<file path="config.mk">
export PLATFORM = sky130hd
export DESIGN_NAME = photon_binner
export DESIGN_NICKNAME = d
export VERILOG_FILES = /design/src/rtl/photon_binner_pkg.sv /design/src/rtl/bin_out_reg.sv /design/src/rtl/photon_binner.sv
export SDC_FILE = /design/constraint.sdc
export NUM_CORES = 1
export LEC_CHECK = 0
export BUFFER_PORTS_ARGS = -buffer_cell sky130_fd_sc_hd__buf_4
export CORE_UTILIZATION = 43
export CTS_BUF_LIST = sky130_fd_sc_hd__clkbuf_2 sky130_fd_sc_hd__clkbuf_4 sky130_fd_sc_hd__clkbuf_8
export DETAILED_ROUTE_END_ITERATION = 7
export HOLD_SLACK_MARGIN = 0.05
export PLACE_DENSITY = 0.66
export SLEW_MARGIN = 20
export SYNTH_ARGS = -nofsm -noshare
export SYNTH_HDL_FRONTEND = slang
export SYNTH_SLANG_ARGS = --single-unit
</file>
<file path="constraint.sdc">
create_clock -name clk -period 7.5 [get_ports clk]
set_input_delay 1.125 -clock clk [delete_from_list [all_inputs] [get_ports clk]]
set_output_delay 1.125 -clock clk [all_outputs]
set_load 0.03 [all_outputs]
</file>
<file path="src/rtl/photon_binner_pkg.sv">
// Shared correlator package: default count width, binner state encoding and
// the saturating-add helper used by the photon binner.
package photon_binner_pkg;

  localparam int unsigned CNT_W_DEFAULT = 8;

  localparam logic ST_IDLE  = 1'b0;
  localparam logic ST_COUNT = 1'b1;

  // Returns min(a + b, max) without wrapping.
  function automatic logic [31:0] sat_add(input logic [31:0] a, input logic [31:0] b,
                                          input logic [31:0] max);
    logic [32:0] s;
    s = {1'b0, a} + {1'b0, b};
    return (s > {1'b0, max}) ? max : s[31:0];
  endfunction

endpackage

</file>
<file path="src/rtl/bin_out_reg.sv">
// Single-entry valid/ready holding register for completed bins; drops a new
// result when the register is still occupied and counts the drops.
module bin_out_reg #(
  parameter int unsigned DW     = 8,
  parameter int unsigned LOST_W = 16
) (
  input  logic              clk,
  input  logic              rst_n,
  input  logic              clr,
  input  logic              in_valid,
  input  logic [DW-1:0]     in_data,
  output logic [DW-1:0]     dout,
  output logic              dout_valid,
  input  logic              dout_ready,
  output logic [LOST_W-1:0] lost_bins
);

  logic [DW-1:0]     data_q, data_d;
  logic              valid_q, valid_d;
  logic [LOST_W-1:0] lost_q, lost_d;
  logic              xfer;

  assign xfer = valid_q & dout_ready;

  always_comb begin
    data_d  = data_q;
    valid_d = valid_q;
    lost_d  = lost_q;
    if (clr) begin
      data_d  = '0;
      valid_d = 1'b0;
      lost_d  = '0;
    end else if (in_valid) begin
      if (!valid_q || xfer) begin
        data_d  = in_data;
        valid_d = 1'b1;
      end else if (lost_q != '1) begin
        lost_d = lost_q + LOST_W'(1);
      end
    end else if (xfer) begin
      valid_d = 1'b0;
    end
  end

  always_ff @(posedge clk or negedge rst_n) begin
    if (!rst_n) begin
      data_q  <= '0;
      valid_q <= 1'b0;
      lost_q  <= '0;
    end else begin
      data_q  <= data_d;
      valid_q <= valid_d;
      lost_q  <= lost_d;
    end
  end

  assign dout       = data_q;
  assign dout_valid = valid_q;
  assign lost_bins  = lost_q;

endmodule

</file>
<file path="src/rtl/photon_binner.sv">
// Photon binner: accumulates gated photon events over bin_len-cycle bins and
// offers one saturating count per bin to the correlator.
module photon_binner
  import photon_binner_pkg::*;
#(
  parameter int unsigned CNT_W  = CNT_W_DEFAULT,
  parameter int unsigned DIV_W  = 16,
  parameter int unsigned LOST_W = 16
) (
  input  logic              clk,
  input  logic              rst_n,
  input  logic              run,
  input  logic              clr,
  input  logic [DIV_W-1:0]  bin_len,
  input  logic              sin,
  output logic [CNT_W-1:0]  dout,
  output logic              dout_valid,
  input  logic              dout_ready,
  output logic              sat,
  output logic [LOST_W-1:0] lost_bins
);

  localparam logic [CNT_W-1:0] CNT_MAX = '1;

  logic             state_q, state_d;
  logic [DIV_W-1:0] tick_q, tick_d;
  logic [CNT_W-1:0] acc_q, acc_d;
  logic             sat_q, sat_d;
  logic [DIV_W-1:0] len_m1;
  logic [CNT_W-1:0] sum;
  logic             ovf;
  logic             res_valid;

  // bin_len of 0 behaves as a 1-cycle bin.
  assign len_m1 = (bin_len == '0) ? '0 : bin_len - DIV_W'(1);
  assign sum    = CNT_W'(sat_add(32'(acc_q), 32'(sin), 32'(CNT_MAX)));
  assign ovf    = (acc_q == CNT_MAX) && sin;

  always_comb begin
    state_d   = state_q;
    tick_d    = tick_q;
    acc_d     = acc_q;
    sat_d     = sat_q;
    res_valid = 1'b0;
    if (clr) begin
      acc_d   = '0;
      tick_d  = len_m1;
      sat_d   = 1'b0;
      state_d = run ? ST_COUNT : ST_IDLE;
    end else if (state_q == ST_IDLE) begin
      acc_d = '0;
      if (run) begin
        state_d = ST_COUNT;
        tick_d  = len_m1;
      end
    end else if (tick_q == '0) begin
      // Terminal cycle completes the bin even if run drops now.
      res_valid = 1'b1;
      if (ovf) sat_d = 1'b1;
      acc_d  = '0;
      tick_d = len_m1;
      if (!run) state_d = ST_IDLE;
    end else if (!run) begin
      acc_d   = '0;
      state_d = ST_IDLE;
    end else begin
      acc_d  = sum;
      tick_d = tick_q - DIV_W'(1);
    end
  end

  always_ff @(posedge clk or negedge rst_n) begin
    if (!rst_n) begin
      state_q <= ST_IDLE;
      tick_q  <= '0;
      acc_q   <= '0;
      sat_q   <= 1'b0;
    end else begin
      state_q <= state_d;
      tick_q  <= tick_d;
      acc_q   <= acc_d;
      sat_q   <= sat_d;
    end
  end

  assign sat = sat_q;

  bin_out_reg #(
    .DW     (CNT_W),
    .LOST_W (LOST_W)
  ) u_out (
    .clk        (clk),
    .rst_n      (rst_n),
    .clr        (clr),
    .in_valid   (res_valid),
    .in_data    (sum),
    .dout       (dout),
    .dout_valid (dout_valid),
    .dout_ready (dout_ready),
    .lost_bins  (lost_bins)
  );

endmodule
</file>
==> flow_summary.yaml, run 1 <==
clocking:
  ctsResizeCount: 0
  ctsHoldBuffers: 0
  cts-buffers-inserted: 5
  clk_transition_reported_paths_ns: 0.09
  cts_post_setup_buffers_inserted: 0
  cts-root-buf: "clkbuf_8"
  cts.sink_count: 51
  clock_path_buffers: 2
  clk-insertion-delay-late_ns: 0.31
  cts_htree_levels: 2
  tritoncts: "built"
global_route:
  first_global_vias: 2616
  pin_count_of_the_biggest_net_entering_global_routing: 52
  grt_first_pass_wirelength_mm: 12.68
  overflow: 0
  antenna_violations_before_repair: 0
  grt.total_usage: 0.2107
worst_hold_path:
  min-delay-path-class: "flop to flop"
  min_path_cells: 1
  min-delay-start: "u_out.dout[4]$_DFFE_PN0P_"
logic_synthesis:
  synth_xor_xnor_area_share: 0.04455
  main_combinational_cell_family_by_area_after_synthesis: "simple AND/OR/NAND/NOR gates"
  yosysUniqueCellTypes: 52
  yosys.area.top_type_share: 0.4057
  ys_async_rst_share: 1.000
  syn-mean-instance-area_um2: 8.665
  number_of_synthesized_flops_with_an_enable_pin: 0
  synth_top_flop_cell: "dfrtp_1"
  multiplexer_share_of_the_synthesized_area: 0.01034
  synth_seq_area_share: 0.4057
  postSynthRegisterBits: 51
  post-synth-top-area-cell: "dfrtp_1"
  yosysWarnings: 0
  postSynthNetCount: 391
  synth-adder-area-share: 0.02387
  synth_simple_gate_area_frac: 0.2852
  ys_top_cells_by_area: "dfrtp_1 41%, a21oi_1 4.9%, o21ai_0 4.0%"
  cells_after_synthesis: 363
  compound_gate_fraction_of_synth_area: 0.1965
  netlist_area_um2: 3146
power_and_ir_drop:
  p_per_area_nw_per_um2: 150.6
  fin_total_pwr_uw: 550.9
  max-vdd-ir-drop_uv: 69.90
  p_leak_uw: 0.001496
floorplan:
  die_height_um: 87.53
  floorplan.io_pins: 48
  die_w_um: 87.53
  dieArea_um2: 7662
  core_area_um2: 6944
  initial_cell_density_of_the_core: 0.4530
  rows: 30
critical_path:
  r2r.worst_path.cells: 7
  worst_path_dominant_cell_family: "simple AND/OR/NAND/NOR gates"
  timing.critical_path.arrival_ns: 3.59
  critPathSlowestCell: "nor4b_4"
  worstPathCellList: "inv_1 -> ha_1 -> nor4b_2 -> nor4b_4 -> nand4_1 -> or4_1 -> a21oi_1"
  timing.critical_path.required_ns: 7.74
  category_of_the_most_critical_setup_path: "flop to flop"
  critical_path.startpoint: "tick_q[0]$_DFFE_PN0P_"
  critical_path.n_buffers_inverters: 1
  critical_path.max_stage_delay_ns: 0.79
  end_kind: "flop"
  max_fanout_on_critical_path: 17
  cp_num_cells: 7
  critical_path.reg2reg.startpoint: "tick_q[0]$_DFFE_PN0P_"
  start_kind: "flop"
cells_and_area:
  finalInstanceArea_um2: 3657
  layout-drive-gt1-share: 0.1646
  final.fill_count: 671
  layout.nets: 428
  layout-area-overhead-vs-synth_pct: 16.27
  diodes: 0
routing:
  detail_route.wl_per_cell_um: 15.16
  route.final.wire_length_mm: 7.536
  final_antenna_net_count: 0
  per_cell_via_count_in_the_routed_design: 5.865
  drc_errors: 0
  via_count: 2915
  firstDrtPassIters: 5
  dr.first_iter.drc_count: 188
timing:
  slew-limit-headroom: 0.3612
  final-hold-violation-count: 0
  layout_worst_path_cycle_share: 0.4458
  timing.fmax_ghz: 0.2991
  worst_slew_pin_slew_ns: 0.9495
  finClkSkew_ns: 0.003312
  final_total_negative_setup_slack_ns: 0
  slew_viol_final: 0
  finalSetupViolCount: 0
  min_tclk_post_route_ns: 3.344
  rsz0062_at_grt: "no"
place:
  place.gp.congestion: 0.8654
  hpwl_mm: 5.414
  placement.io_buffers: 47
  place_area_um2: 3553
flow_run:
  maxCapViolCount: 0
run_status:
  status: "completed"
[logic make-up after synthesis]
group           Yosys count
compound gates           98
xor+xnor                 16
fa+ha+maj                 6
buf+inv                  27
flops                    51
mux                       3
simple gates            162
[per-layer routing]
layer / share of wire / wire [um] / track usage
met2: 0.45 / 3406 / 0.3274
met1: 0.48 / 3615 / 0.2986
met5: 0 / 0 / 0
met4: 0.020 / 152 / 0.07303
met3: 0.048 / 362 / 0.03487
[stage by stage]
stage | instances | hold WS (ns) | worst slack [ns] | utilization
floorplan | 363 | 0.4743 | 4.736 | -
global placement | 489 | 0.4714 | 4.348 | 0.5117
detailed placement | 489 | 0.4756 | 4.222 | 0.5117
CTS | 497 | 0.5018 | 4.197 | 0.5267
global route | 497 | 0.5113 | 3.856 | 0.5267
finish | 497 | 0.4947 | 4.156 | 0.5267
[sequential cells by signal (all words and copies together) (netlist names)]
name	flops
acc_q	8
sat	1
state_q	1
tick_q	16
u_out.dout	8
u_out.dout_valid	1
u_out.lost_bins	16
[cell usage after synthesis (all sizes together), types with 3 or more instances]
cell	instances
a21oi	31
a31oi	3
and3	9
buf	4
clkbuf	14
dfrtp	51
ha	6
inv	9
nand2	26
nand2b	4
nand3	21
nand4	11
nor2	32
nor2b	5
nor3	7
nor4	7
nor4b	3
o211ai	6
o21ai	25
o2bb2ai	8
o31ai	6
or2	5
or3	14
or4	10
xnor2	8
xor2	8
[power breakdown]
group	total (uW)	switching, uW	leakage [uW]	internal, uW
Combinational	73.8	44.9	0.000770	28.9
Sequential	299	12.7	0.000675	286
Clock	179	94.5	0.0000505	84.1
Total	551	152	0.00150	399
[area by class of cell]
cell class	count	area, um^2	share of cell area
Clock buffer	7	96.34	0.02634
Multi-Input combinational cell	285	1763	0.4820
Clock inverter	1	7.507	0.002053
Tap cell	96	120.1	0.03284
Timing Repair Buffer	48	360.3	0.09853
Sequential cell	51	1276	0.3490
Inverter	9	33.78	0.009237
[path summary, 6_finish.rpt]
path | to | slack (ns)
worst max-delay path | u_out.lost_bins[6]$_DFFE_PN0P_ | 4.16
worst min-delay path | u_out.dout[4]$_DFFE_PN0P_ | 0.49
worst max register to register | u_out.lost_bins[6]$_DFFE_PN0P_ | 4.16
worst min register to register | u_out.dout[4]$_DFFE_PN0P_ | 0.49
max in group asynchronous | u_out.dout_valid$_DFFE_PN0P_ | 6.23
min in group asynchronous | u_out.lost_bins[0]$_DFFE_PN0P_ | 0.83
[worst register-to-register path, stage by stage, from the launching register on]
cell and delay, ns:
dfrtp_1 0.43, inv_1 0.07, ha_1 0.19, nor4b_2 0.46, nor4b_4 0.79, nand4_1 0.53, or4_1 0.65, a21oi_1 0.15
[cell usage in the layout (no fill, tap or decap), drive strengths merged, types with 2 or more instances in the layout]
cell type | Yosys | layout
nor3 | 7 | 7
ha | 6 | 6
and3 | 9 | 9
nor2 | 32 | 32
nand4 | 11 | 11
nand2 | 26 | 26
nor2b | 5 | 5
or3 | 14 | 14
mux2 | 2 | 2
nor4 | 7 | 7
o2bb2ai | 8 | 8
a211o | 2 | 2
or4b | 2 | 2
and4 | 2 | 2
nand3 | 21 | 21
a31oi | 3 | 3
o41ai | 2 | 2
o21ai | 25 | 25
inv | 9 | 9
a21oi | 31 | 31
a21o | 2 | 2
clkbuf | 14 | 7
or4 | 10 | 10
nor3b | 2 | 2
nor4b | 3 | 3
a311oi | 2 | 2
buf | 4 | 48
nand2b | 4 | 4
or2 | 5 | 5
xnor2 | 8 | 8
o31ai | 6 | 6
dfrtp | 51 | 51
o211ai | 6 | 6
a211oi | 2 | 2
xor2 | 8 | 8
(Power assumes the default switching activity.)
==> run 2, diff against run 1 <==
Settings changed: ABC_AREA from default to 1, PLACE_DENSITY 0.66 to 0.65.
Clock period 7.5 ns to 3.2 ns, I/O delays scaled along.
==> run 2 against run 1 <==
  * Die area rose by 13%
  * Global-route usage rose by 0.36 points
  * Design area rose by 12%
  * Clock-buffer cell count fell by 2
  * Via count rose by 20%
  * Worst setup slack got worse by 3.2 ns
  * Total power rose to 2.5 times the previous value
  * First-iteration DRC count fell by 28%
  * Sequential share of layout area fell by 3.7 points
  * Hold slack got worse by 0.32 ns
  * Non-clock buffer count rose by 1
  * Largest cell class unchanged
==> flow_summary.yaml, run 2 <==
critical_path:
  worstPathCellList: "inv_1 -> ha_1 -> nand2_2 -> nor2_4 -> nand2_4 -> o21ai_4 -> nand3_2 -> inv_2 -> nand2_1 -> nand2_1"
  critical_path.n_buffers_inverters: 2
  rrSetupSlack_ns: 0.98
  max_fanout_on_critical_path: 22
  start_kind: "flop"
  end_kind: "flop"
  critPathSlowestCell: "dfrtp_1"
  category_of_the_most_critical_setup_path: "flop to flop"
  timing.critical_path.required_ns: 3.45
  critical_path.max_stage_delay_ns: 0.41
  timing.critical_path.arrival_ns: 2.47
  worst_path_dominant_cell_family: "simple AND/OR/NAND/NOR gates"
  cp_common_cell: "nand2_1"
timing:
  finClkSkew_ns: 0.009056
  slew-limit-headroom: 0.5634
  worst_slew_pin_slew_ns: 0.6549
  final_total_negative_setup_slack_ns: 0
  final-hold-violation-count: 0
  timing.fmax_ghz: 0.4506
  rsz0062_at_grt: "no"
  min_tclk_post_route_ns: 2.219
  slew_viol_final: 0
  final.hold.worst_slack_ns: 0.1786
  finalSetupViolCount: 0
  layout_worst_path_cycle_share: 0.6936
floorplan:
  dieArea_um2: 8676
  floorplan.io_pins: 48
  initial_cell_density_of_the_core: 0.4529
  die_height_um: 93.15
  rows: 32
  die_w_um: 93.15
  core_area_um2: 7888
routing:
  final_antenna_net_count: 0
  detail_route.wl_per_cell_um: 12.84
  firstDrtPassIters: 4
  per_cell_via_count_in_the_routed_design: 5.087
  dr.first_iter.drc_count: 136
  drc_errors: 0
  route.final.wire_length_mm: 8.819
  via_count: 3495
cells_and_area:
  layout.cells.most_common_list: "178 x nand2_1, 101 x nor2_1, 51 x dfrtp_1, 49 x nand3_1, 49 x buf_4"
  layout-area-overhead-vs-synth_pct: 14.57
  layout.nets: 612
  layout_commonest_cell: "nand2_1"
  diodes: 0
  final.fill_count: 803
  finalInstanceArea_um2: 4093
  layout-drive-gt1-share: 0.1368
global_route:
  pin_count_of_the_biggest_net_entering_global_routing: 52
  grtUsageMet1: 0.2666
  overflow: 0
  global_route.usage.met3: 0.02276
  first_global_vias: 3248
  antenna_violations_before_repair: 0
  top_usage_layer: "met2"
  grt_first_pass_wirelength_mm: 14.79
  grt_util_met2: 0.3940
  grt.total_usage: 0.2143
logic_synthesis:
  number_of_synthesized_flops_with_an_enable_pin: 0
  postSynthNetCount: 565
  synth_top_flop_cell: "dfrtp_1"
  synth_seq_area_share: 0.3573
  ys_async_rst_share: 1.000
  netlist_area_um2: 3572
  yosysWarnings: 0
  synth_top_cells_by_count: "178 x nand2_1, 101 x nor2_1, 51 x dfrtp_1"
  yosysUniqueCellTypes: 33
  yosysMostFrequentCell: "nand2_1"
  post-synth-top-area-cell: "dfrtp_1"
  syn-mean-instance-area_um2: 6.652
  ys_top_cells_by_area: "dfrtp_1 36%, nand2_1 19%, nor2_1 11%"
  cells_after_synthesis: 537
  yosys.area.top_type_share: 0.3573
  postSynthRegisterBits: 51
worst_hold_path:
  min-delay-path-class: "primary input to async pin"
place:
  hpwl_mm: 6.704
  placement.io_buffers: 47
  place.gp.congestion: 0.8647
  place_area_um2: 3995
clocking:
  ctsResizeCount: 0
  cts.sink_count: 51
  ctsHoldBuffers: 0
  cts-buffers-inserted: 5
  cts_htree_levels: 2
  clock_path_buffers: 2
  tritoncts: "built"
  clk_transition_reported_paths_ns: 0.11
  cts_post_setup_buffers_inserted: 0
  cts-root-buf: "clkbuf_8"
  clk-insertion-delay-late_ns: 0.31
flow_run:
  maxCapViolCount: 0
run_status:
  status: "completed"
power_and_ir_drop:
  p_leak_uw: 0.002014
  p_per_area_nw_per_um2: 339.3
  max-vdd-ir-drop_uv: 274.0
## run 2: cell count changes after synthesis, sizes merged, moves of 8 or more
cell     before  now
nand2        26  181
nor2         32  107
inv           9   47
nand3        21   50
a21oi        31    8
or3          14    0
clkbuf       14    1
or4          10    0
and3          9    0
xor2          8   17
o2bb2ai       8    0
## run 2: final cells by class
| class | count | area (um^2) | area share |
|---|---|---|---|
| Clock buffer | 5 | 68.82 | 0.01681 |
| Clock inverter | 3 | 28.78 | 0.007031 |
| Inverter | 48 | 180.2 | 0.04402 |
| Multi-Input combinational cell | 429 | 2043 | 0.4992 |
| Sequential cell | 51 | 1276 | 0.3118 |
| Tap cell | 102 | 127.6 | 0.03118 |
| Timing Repair Buffer | 49 | 367.9 | 0.08988 |
## run 2: logic make-up (layout without fill, tap and decap cells)
family          Yosys count  after routing  share of synthesized area
fa+ha+maj                 6              6                    0.02102
flops                    51             51                     0.3573
buf+inv                  57            105                    0.07075
xor+xnor                 24             24                    0.05884
compound gates           40             40                    0.07110
simple gates            359            359                     0.4210
## run 2: final timing paths
| check | startpoint | end | cells past startpoint |
|---|---|---|---|
| max in group asynchronous | rst_n | u_out.dout[6]$_DFFE_PN0P_ | 1 |
| max | tick_q[0]$_DFFE_PN0P_ | u_out.lost_bins[8]$_DFFE_PN0P_ | 10 |
| max reg2reg | tick_q[0]$_DFFE_PN0P_ | u_out.lost_bins[8]$_DFFE_PN0P_ | 10 |
| min reg2reg | u_out.dout[1]$_DFFE_PN0P_ | u_out.dout[1]$_DFFE_PN0P_ | 2 |
| min | rst_n | u_out.lost_bins[6]$_DFFE_PN0P_ | 1 |
| min in group clk | run | state_q$_DFF_PN0_ | 1 |
## run 2: per-layer routing
metal  vias to the layer above  part of all wire  wire (um)
met5                         -                 0          0
met2                        74              0.49       4312
met3                         6             0.038        333
met4                         0            0.0099         87
li1                       1787                 -          -
met1                      1628              0.46       4085
## run 2: metrics by stage
| step | setup WS (ns) | cells | utilization | power, uW |
|---|---|---|---|---|
| final | 0.9806 | 687 | 0.5189 | 1389 |
| after global routing | 0.7413 | 687 | 0.5189 | 1468 |
| after CTS | 0.9722 | 687 | 0.5189 | 1405 |
| after detailed placement | 0.9961 | 679 | 0.5065 | 992.1 |
| after global placement | 1.046 | 679 | 0.5065 | 987.1 |
| after floorplan | 1.382 | 537 | - | 898.3 |
## run 2: power by group
group	leakage, uW	switching [uW]	internal, uW	total [uW]
Sequential	0.000672	42.4	676	719
Clock	0.0000502	247	163	409
Combinational	0.00129	167	94.0	260
Total	0.00201	456	933	1390
==> run 3, diff against run 2 <==
Settings changed: ABC_AREA 1 to 0, PLACE_DENSITY 0.65 to 0.66.
Clock period 3.2 ns to 2.3 ns, I/O delays scaled along.
==> run 3 against run 2 <==
  * Combinational power increased by 27%
  * Critical path depth down 3
  * Global-route usage up 0.73 points
  * Total power up 32%
  * Largest cell class unchanged
  * Highest routed layer unchanged
==> flow_summary.yaml, run 3 (synthesis gave the netlist of run 1 again) <==
global_route:
  pin_count_of_the_biggest_net_entering_global_routing: 52
  first_global_vias: 2824
  grt_first_pass_wirelength_mm: 13.41
  grt_util_met2: 0.3572
  grt.total_usage: 0.2216
  overflow: 0
  global_route.usage.met3: 0.03770
  antenna_violations_before_repair: 0
  top_usage_layer: "met2"
  grtUsageMet1: 0.3088
cells_and_area:
  layout.nets: 469
  final.fill_count: 637
  instances_no_fill: 538
  diodes: 0
  area.sequential_um2: 1276
  layout-drive-gt1-share: 0.2783
  multiInputGateArea_um2: 1871
  layout-area-overhead-vs-synth_pct: 29.28
  layout.cells.most_common_list: "85 x buf_4, 51 x dfrtp_1, 32 x nor2_1, 30 x a21oi_1, 26 x nand2_1"
  layout_commonest_cell: "buf_4"
  final_util: 0.5856
critical_path:
  start_kind: "flop"
  critPathSlowestCell: "or4_4"
  worstPathCellList: "or3_4 -> nor4b_4 -> buf_4 -> nand4_1 -> buf_6 -> or4_4 -> a21oi_2"
  end_kind: "flop"
  timing.critical_path.arrival_ns: 2.49
  category_of_the_most_critical_setup_path: "flop to flop"
  critical_path.n_buffers_inverters: 2
  timing.critical_path.required_ns: 2.54
  max_fanout_on_critical_path: 8
  worst_path_dominant_cell_family: "simple AND/OR/NAND/NOR gates"
  critical_path.max_stage_delay_ns: 0.51
clocking:
  clk_transition_reported_paths_ns: 0.10
  clk-insertion-delay-late_ns: 0.31
  clock_path_buffers: 2
  cts.sink_count: 51
  tritoncts: "built"
  cts-root-buf: "clkbuf_8"
  ctsHoldBuffers: 0
  cts-buffers-inserted: 5
  cts_htree_levels: 2
routing:
  final_antenna_net_count: 0
  dr.first_iter.drc_count: 141
  per_cell_via_count_in_the_routed_design: 5.688
  via_count: 3060
  firstDrtPassIters: 4
  drc_errors: 0
  detail_route.wl_per_cell_um: 14.72
  route.final.wire_length_mm: 7.917
timing:
  final_total_negative_setup_slack_ns: 0
  min_tclk_post_route_ns: 2.249
  timing.fmax_ghz: 0.4447
  slew_viol_final: 0
  final.hold.worst_slack_ns: 0.05123
  finalSetupViolCount: 0
  finClkSkew_ns: 0.007931
  slew-limit-headroom: 0.5531
  rsz0062_at_grt: "yes"
  worst_slew_pin_slew_ns: 0.6704
  layout_worst_path_cycle_share: 0.9778
  final-hold-violation-count: 0
place:
  dpl.cell_count: 521
  hpwl_mm: 5.798
  place.gp.congestion: 0.8797
  placement.io_buffers: 47
floorplan:
  floorplan.io_pins: 48
  die_height_um: 87.53
  core_area_um2: 6944
  dieArea_um2: 7662
  initial_cell_density_of_the_core: 0.4530
  die_w_um: 87.53
  rows: 30
power_and_ir_drop:
  max-vdd-ir-drop_uv: 210.6
  p_leak_uw: 0.001712
  p_per_area_nw_per_um2: 450.3
run_status:
  status: "completed"
flow_run:
  maxCapViolCount: 0
worst_hold_path:
  min-delay-path-class: "primary input to async pin"
==> run 3: cell count changes in the layout (fill, tap and decap cells not counted), sizes merged, moves of 23 or more <==
cell,delta
inv,-39
a21oi,+23
nand3,-29
buf,+40
nor2,-75
nand2,-155
==> run 3: layout make-up <==
| type | count | area share |
|---|---|---|
| Clock buffer | 5 | 0.01692 |
| Sequential cell | 51 | 0.3138 |
| Inverter | 9 | 0.008308 |
| Timing Repair Buffer | 89 | 0.1665 |
| Clock inverter | 3 | 0.004923 |
| Multi-Input combinational cell | 285 | 0.4600 |
| Tap cell | 96 | 0.02954 |
==> run 3: final timing paths <==
path	startpoint	end	slack [ns]	cells past startpoint
hold reg to reg	u_out.dout[7]$_DFFE_PN0P_	u_out.dout[7]$_DFFE_PN0P_	0.50	1
max in group asynchronous	rst_n	acc_q[3]$_DFF_PN0_	1.81	1
setup / recovery	tick_q[7]$_DFFE_PN0P_	u_out.lost_bins[3]$_DFFE_PN0P_	0.05	7
hold / removal	rst_n	u_out.lost_bins[15]$_DFFE_PN0P_	0.05	1
min in group clk	run	state_q$_DFF_PN0_	0.22	1
setup reg to reg	tick_q[7]$_DFFE_PN0P_	u_out.lost_bins[3]$_DFFE_PN0P_	0.05	7
==> run 3: timing repair <==
action / 4_1_cts / 5_1_grt
hold endpoints to repair: 0 / 0
resized for setup: 3 / 28
endpoints found under the setup margin: 14 / 39
pin swaps: 2 / 16
cloned: 0 / 1
buffers inserted: 3 / 5
==> run 3: report_power, final <==
part / switching [uW] / internal [uW] / total [uW]
clock network: 321 / 212 / 534
logic: 177 / 152 / 330
registers: 35.7 / 932 / 968
total: 534 / 1300 / 1830
==> run 3: stage by stage <==
step                      power (uW)  setup WS (ns)  area (um^2)
final                           1831        0.05116         4066
after global routing            1914       -0.03305         4066
after floorplan                 1135       -0.02115         3168
after CTS                       1819       0.002247         3936
after global placement          1282        0.03027         3811
after detailed placement        1284       -0.02379         3811
==> run 3: metal layers <==
layer,share of wire,vias up
li1,-,1519
met1,0.47,1434
met4,0.0099,0
met3,0.056,9
met2,0.47,98
met5,0,-
